--- src/rtl/fibo_pkg.sv ---
// Shared types and constants for the bounded Fibonacci sequencer.
package fibo_pkg;

    localparam int unsigned FIBO_WIDTH = 4;
    localparam int unsigned FIBO_CNT_W = 4;

    // reg_a holds F(k+1), reg_b holds F(k)
    localparam int unsigned FIBO_A_INIT = 1;
    localparam int unsigned FIBO_B_INIT = 0;

    typedef enum logic [1:0] {
        StIdle = 2'd0,
        StRun  = 2'd1,
        StDone = 2'd2
    } fibo_state_e;

endpackage

--- src/rtl/fibo_datapath.sv ---
// Fibonacci term registers and ripple adder; carry-out is registered with reg_a.
module fibo_datapath
    import fibo_pkg::*;
#(
    parameter int unsigned WIDTH = FIBO_WIDTH
) (
    input  logic             clk,
    input  logic             reset,
    input  logic             init,
    input  logic             advance,
    output logic [WIDTH-1:0] term,
    output logic             carry
);

    logic [WIDTH-1:0] reg_a_q;
    logic [WIDTH-1:0] reg_b_q;
    logic             carry_q;
    logic [WIDTH:0]   sum;

    assign sum = {1'b0, reg_a_q} + {1'b0, reg_b_q};

    always_ff @(posedge clk) begin
        if (!reset || init) begin
            reg_a_q <= WIDTH'(FIBO_A_INIT);
            reg_b_q <= WIDTH'(FIBO_B_INIT);
            carry_q <= 1'b0;
        end else if (advance) begin
            reg_b_q <= reg_a_q;
            reg_a_q <= sum[WIDTH-1:0];
            carry_q <= sum[WIDTH];
        end
    end

    assign term  = reg_b_q;
    assign carry = carry_q;

endmodule

--- src/rtl/fibo_seq_ctrl.sv ---
// Bounded, flow-controlled Fibonacci sequencer: FSM, term counter and sticky overflow flag.
module fibo_seq_ctrl
    import fibo_pkg::*;
#(
    parameter int unsigned WIDTH = FIBO_WIDTH,
    parameter int unsigned CNT_W = FIBO_CNT_W
) (
    input  logic             clk,
    input  logic             reset,
    input  logic             start,
    input  logic [CNT_W-1:0] n_terms,
    input  logic             term_ready,
    output logic [WIDTH-1:0] term_out,
    output logic             term_valid,
    output logic             busy,
    output logic             done,
    output logic             overflow
);

    fibo_state_e      state_q;
    logic [CNT_W-1:0] cnt_q;
    logic [CNT_W-1:0] n_q;
    logic             valid_q;
    logic             busy_q;
    logic             done_q;
    logic             overflow_q;

    logic             dp_init;
    logic             dp_advance;
    logic             carry;
    logic             xfer;
    logic             last;
    logic [CNT_W-1:0] cnt_inc;

    assign cnt_inc    = cnt_q + CNT_W'(1);
    assign xfer       = (state_q == StRun) && term_ready;
    assign last       = (cnt_inc == n_q);
    assign dp_init    = (state_q == StIdle) && start;
    assign dp_advance = xfer && !last && !carry;

    fibo_datapath #(
        .WIDTH(WIDTH)
    ) u_datapath (
        .clk    (clk),
        .reset  (reset),
        .init   (dp_init),
        .advance(dp_advance),
        .term   (term_out),
        .carry  (carry)
    );

    always_ff @(posedge clk) begin
        if (!reset) begin
            state_q    <= StIdle;
            cnt_q      <= '0;
            n_q        <= '0;
            valid_q    <= 1'b0;
            busy_q     <= 1'b0;
            done_q     <= 1'b0;
            overflow_q <= 1'b0;
        end else begin
            unique case (state_q)
                StIdle: begin
                    done_q <= 1'b0;
                    if (start) begin
                        n_q        <= n_terms;
                        cnt_q      <= '0;
                        overflow_q <= 1'b0;
                        if (n_terms == '0) begin
                            state_q <= StDone;
                            done_q  <= 1'b1;
                        end else begin
                            state_q <= StRun;
                            valid_q <= 1'b1;
                            busy_q  <= 1'b1;
                        end
                    end
                end
                StRun: begin
                    if (xfer) begin
                        // Count limit takes priority over a pending carry
                        if (last || carry) begin
                            state_q    <= StDone;
                            valid_q    <= 1'b0;
                            busy_q     <= 1'b0;
                            done_q     <= 1'b1;
                            overflow_q <= !last;
                        end else begin
                            cnt_q <= cnt_inc;
                        end
                    end
                end
                StDone: begin
                    state_q <= StIdle;
                    done_q  <= 1'b0;
                end
                default: begin
                    state_q <= StIdle;
                    valid_q <= 1'b0;
                    busy_q  <= 1'b0;
                    done_q  <= 1'b0;
                end
            endcase
        end
    end

    assign term_valid = valid_q;
    assign busy       = busy_q;
    assign done       = done_q;
    assign overflow   = overflow_q;

endmodule

--- config.mk ---
export PLATFORM = sky130hd
export DESIGN_NAME = fibo_seq_ctrl
export DESIGN_NICKNAME = d
export VERILOG_FILES = /design/src/rtl/fibo_pkg.sv /design/src/rtl/fibo_datapath.sv /design/src/rtl/fibo_seq_ctrl.sv
export SDC_FILE = /design/constraint.sdc
export NUM_CORES = 1
export LEC_CHECK = 0
export ABC_AREA = 1
export CORE_MARGIN = 5
export CORE_UTILIZATION = 57
export CTS_CLUSTER_DIAMETER = 30
export DETAILED_ROUTE_END_ITERATION = 10
export GPL_TIMING_DRIVEN = 1
export PLACE_DENSITY = 0.94
export SYNTH_ARGS = -nofsm -noshare
export SYNTH_HDL_FRONTEND = slang
export SYNTH_SLANG_ARGS = --single-unit
--- constraint.sdc ---
create_clock -name clk -period 2.9 [get_ports clk]
set_input_delay 0.58 -clock clk [delete_from_list [all_inputs] [get_ports clk]]
set_output_delay 0.58 -clock clk [all_outputs]
set_load 0.02 [all_outputs]
# After elaboration in Yosys (flattened, before gate mapping)

Cells that the tools add are included.

Flip-flop bits (word level): 22
Word-level logic and storage cells: 61
Input bits: 8
Output and inout port bits: 8

Add/subtract/negate cells: 2
Muxes and demuxes: 23
Bitwise gates (word level): 1
Equal/unequal tests: 8
Reduce and logical (&&, ||, !) cells: 18

Operators with widths:

| cell                                                            | number |
|---|---|
| 4-bit 2-to-1 mux                                                | 3 |
| 1-bit 2-to-1 mux                                                | 11 |
| 2-bit 2-to-1 mux                                                | 4 |
| 2-bit != test, second input constant                            | 4 |
| 4-bit case mux with 2 select lines                              | 1 |
| 4-bit AND reduction                                             | 2 |
| 4-bit by 4-bit adder with 5-bit output                          | 1 |
| 5-bit AND reduction                                             | 1 |
| 4-bit by 1-bit adder with 4-bit output, second input constant   | 1 |
| 4-bit == test                                                   | 1 |
| 1-bit logical AND                                               | 4 |
| 4-bit zero test                                                 | 1 |
| 1-bit case mux with 2 select lines                              | 2 |
| 2-bit case mux with 2 select lines                              | 1 |
| 2-bit AND reduction                                             | 2 |
| 1-bit zero test                                                 | 3 |
| 1-bit case mux with 3 select lines                              | 1 |
| 3-bit AND reduction                                             | 1 |
| 2-bit by 1-bit == test with 1-bit output, second input constant | 1 |
| 2-bit == test, second input constant                            | 1 |
| 2-bit zero test                                                 | 1 |
| 1-bit logical OR                                                | 2 |
| 2-bit by 1-bit != test with 1-bit output, second input constant | 1 |
| 2-bit nonzero test                                              | 1 |
| 1-bit NOT                                                       | 1 |

# Longest topological paths before layout

Depth after elaboration: 6
Gate-level depth with buffers: 13
Gate-level depth less buffers: 13

# Modules after synthesis

From an unflattened synthesis, not the netlist that was laid out.

Cells, all modules: 174
Area total of the unflattened synthesis: 1,243.7 µm²

Modules (own cells, without submodules):

| module        | cells an instance | area an instance (µm²) | instances | seq. area each (µm²) |
|---|---|---|---|---|
| fibo_seq_ctrl | 111               | 752.0                  | 1         | 260.2 |
| fibo_datapath | 63                | 491.7                  | 1         | 180.2 |

# Least setup slack after synthesis

Ideal clock, no wire load.

Path kind: register to register
Start point: register cnt_q[0]
End point: register cnt_q[3]
Stages on the path, launching flop included: 12
Path buffers: 0
Slack: 1,303 ps
Period minus slack after synthesis: 1,597 ps
Required time: 2,786 ps
Setup time: 114 ps
Data arrival time: 1,483 ps
Cells stage by stage: dfxtp_1 -> ha_1 -> xnor2_1 -> nand2_1 -> nor2_1 -> nand3_2 -> nand3_4 -> nand2_4 -> nand2_4 -> nand2_1 -> nand2_1 -> nor2_2

Word-level cells in the longest chain between the ends: 5
Elaborated cells between the ends (all ways): 8
Those cells by class: add/sub: 1; eq/ne: 2; mux: 3; reduce/logical: 2

RTL lines:

| what                                       | line                | text |
|---|---|---|
| start, declared                            | fibo_seq_ctrl.sv:21 | `logic [CNT_W-1:0] cnt_q;` |
| start signal, assigned                     | fibo_seq_ctrl.sv:89 | `cnt_q <= cnt_inc;` |
| 4-bit by 1-bit adder with 4-bit output (*) | fibo_seq_ctrl.sv:35 | `assign cnt_inc = cnt_q + CNT_W'(1);` |
| 4-bit == test                              | fibo_seq_ctrl.sv:37 | `assign last = (cnt_inc == n_q);` |
| 1-bit logical OR                           | fibo_seq_ctrl.sv:82 | `if (last \|\| carry) begin` |
| 2-bit != test (no line)                    | -                   |  |
| 4-bit AND reduction (no line)              | -                   |  |

Mark *: on every way between the ends. The rest lies on a longest branch, timed or not. The select of a mux whose other input is x is not followed.
A chain may end at the register's enable or synchronous reset.

# Final worst setup path

Start point: register u_datapath.reg_b_q[1], in the netlist u_datapath.term[1]
End point: output term_out[1]

RTL lines:

| what                   | line                | text |
|---|---|---|
| start, declared        | fibo_datapath.sv:16 | `logic [WIDTH-1:0] reg_b_q;` |
| start signal, assigned | fibo_datapath.sv:25 | `reg_b_q <= WIDTH'(FIBO_B_INIT);` |
| start signal, assigned | fibo_datapath.sv:28 | `reg_b_q <= reg_a_q;` |
| end, declared          | fibo_seq_ctrl.sv:13 | `output logic [WIDTH-1:0] term_out,` |

No word-level cell between the ends.

==> results.toml <==
[outcome]
outcome = "finished, final reports clean"

[critical_path]
rr_startpoint = "cnt_q[0]"
critPathMaxFanout = 3
r2r_slack_ns = 1.07
crit_family = "buffers and inverters"
r2r_end = "state_q[0]"
critical_path_class = "reg -> out"
end_kind = "output port"
crit_buf_inv = 1
crit_chain = "clkdlybuf4s50_1"
reg2reg_depth = 9
cp_data_required_time_ns = 2.32
start_kind = "register"
cpPeakStageDelay_ns = 0.63
cp.arrival_ns = 1.36
slowest_stage = "clkdlybuf4s50_1"

[logic_synthesis]
synth_top_cell_by_area = "dfxtp_1"
syn-cell-area_mm2 = 0.00120
avgSynthCellArea_um2 = 7.26
yosysWarnings = 0
synth_cell_type_count = 26
synth_nets = 179
synth-seq-cells = 22
ys_top_cells_by_area = "dfxtp_1 37%, nand2_1 13%, a21oi_1 7.5%, inv_1 7.2%, ha_1 5.2%"
synth_edf_count = 0
yosysMostFrequentCell = "nand2_1"
synthArstFlopShare_pct = 0
synthFlopType = "dfxtp_1"
post-synth-top-area-fraction_pct = 36.8
ys_seq_area_share_pct = 36.8
syn_inst = 165
ys_top_cells_by_count = "41 x nand2_1, 23 x inv_1, 22 x dfxtp_1, 18 x a21oi_1, 16 x nor2_1"

[run]
maxCapViolCount = 0

[hold_path]
min_path_cells = 2
min_to = "done"
hp-class = "reg -> reg"
hp-start = "done"

[sta]
hold_viol = 0
post-route-period-util_pct = 66.9
slew_headroom_pct = 74.6
finalSetupViolations = 0
drv_slew = 0
max_slew.worst_pin.slew_ns = 0.380
fin_crit_ns = 1.94
hold_ws_ns = 0.460
fin_worst_skew_ns = 0.00444
fmax_mhz = 516
setup-tns-final_ns = 0
rsz0062_at_grt = "false"

[global_routing]
grt_pass1_vias = 1124
grt_first_pass_wirelength_um = 4720
grt_use_total_pct = 18.3
overflow = 0
grt_max_degree = 13
antenna_found_initial = 0

[floorplanning]
core-area_mm2 = 0.00198
chipHeight_um = 55.8
die_w_um = 55.8
io_pins = 16
num_rows = 16
dieArea_mm2 = 0.00312
start_util_pct = 60.4

[routing]
vias = 1116
drt-total-wl_um = 2670
wire_per_inst_um = 12.8
drc_errors = 0
drt_pre_antenna_iters = 4
vias_per_cell = 5.34
ant_nets = 0
drtIter0Drc = 33

[layout]
area_growth_pct = 17.1
regArea_um2 = 440
fillers = 144
multi_input_area_um2 = 652
diodes = 0
drive_gt1_share_pct = 8.24
fin_nets = 197
fin_util_pct = 70.8

[pwr]
p_sw_share_pct = 37.9
p_sw_uw = 322
combPwrFrac_pct = 35.6
pwr-share-clk_pct = 20.7
power.density_mw_per_mm2 = 607
p_int_uw = 529
peakVddDrop_v = 0.000420
seq_power_share_pct = 43.8
leakage_nw = 0.629

[placement]
gp_congestion = 0.850
portBuffers = 15
hpwlAfterDp_um = 1960

[clocking]
cts_resized = 0
path_clk_slew_ns = 0.13
clk_latency_ns = 0.31
cts_sinks = 22
cts_tree = "done"
cts_buffers = 3
holdBufCountCts = 0
cts-root-buf = "clkbuf_4"
cts_max_path_buffers = 2
htreeDepth = 1
post_cts_buffers = 0
[metrics by stage]
step	setup slack (ns)	std cells	instance area, um2	power, mW
after CTS	0.970	209	1400	0.848
after detailed placement	0.826	205	1370	0.674
after global routing	0.905	209	1400	0.912
after global placement	0.929	205	1370	0.659
final	0.961	209	1400	0.852
after floorplan	1.30	165	1200	0.601
[flip-flops by register name (all words and copies together) (netlist names)]
name,flops
busy,1
cnt_q,4
done,1
n_q,4
overflow,1
state_q,2
u_datapath.carry,1
u_datapath.reg_a_q,4
u_datapath.term,4
[cell type report]
cell class	instances	share of cell area, %
multi-input combinational	117	46.5
sequential	22	31.4
timing repair buffer	15	10.7
inverter	24	6.42
clock buffer	4	2.59
tap	27	2.41
[routing by layer]
layer	vias to the layer above	part of all wire [%]	track usage, %
met5	-	0	0
met4	0	1.7	6.44
met3	6	6.4	6.03
met2	38	50	32.4
met1	511	41	20.4
li1	561	-	-
[cell families (layout without fill, tap and decap cells)]
logic type                 Yosys count  in the layout  share of synthesized area, %
adders and majority gates            6              6                          6.90
buffers and inverters               26             43                          8.78
AOI/OAI and AO/OA                   29             29                          13.0
xor gates and xnor gates             3              3                          2.19
DFF                                 22             22                          36.8
and+or+nand+nor                     79             79                          32.4
[worst max-delay path by stage]
stage                                  start                    end  slack, ns  cells past startpoint
after floorplan                     cnt_q[0]               cnt_q[3]       1.30                     11
after global placement                 reset     u_datapath.term[2]       0.93                      5
after detailed placement               reset  u_datapath.reg_a_q[2]       0.83                      5
after CTS                 u_datapath.term[1]            term_out[1]       0.97                      1
after global routing                cnt_q[0]             state_q[0]       0.91                     10
final                     u_datapath.term[1]            term_out[1]       0.96                      1
[power groups by stage]
stage | Clock, mW | Sequential [mW] | Combinational (mW)
global route | 0.194 | 0.377 | 0.341
detailed placement | 0 | 0.378 | 0.296
finish | 0.176 | 0.373 | 0.303
CTS | 0.176 | 0.372 | 0.301
global placement | 0 | 0.375 | 0.284
floorplan | 0 | 0.377 | 0.224
[cell usage in the layout (no fill, tap or decap), types with 2 or more instances in the layout]
cell type         n
nand2_1          41
inv_1            23
dfxtp_1          22
a21oi_1          18
nor2_1           16
clkdlybuf4s50_1  15
nand3_1           9
o21ai_0           7
ha_1              5
xnor2_1           3
clkbuf_4          3
nand4_1           2
nand2_4           2
nor2_2            2
No activity file was read; power rests on OpenSTA's default activity.
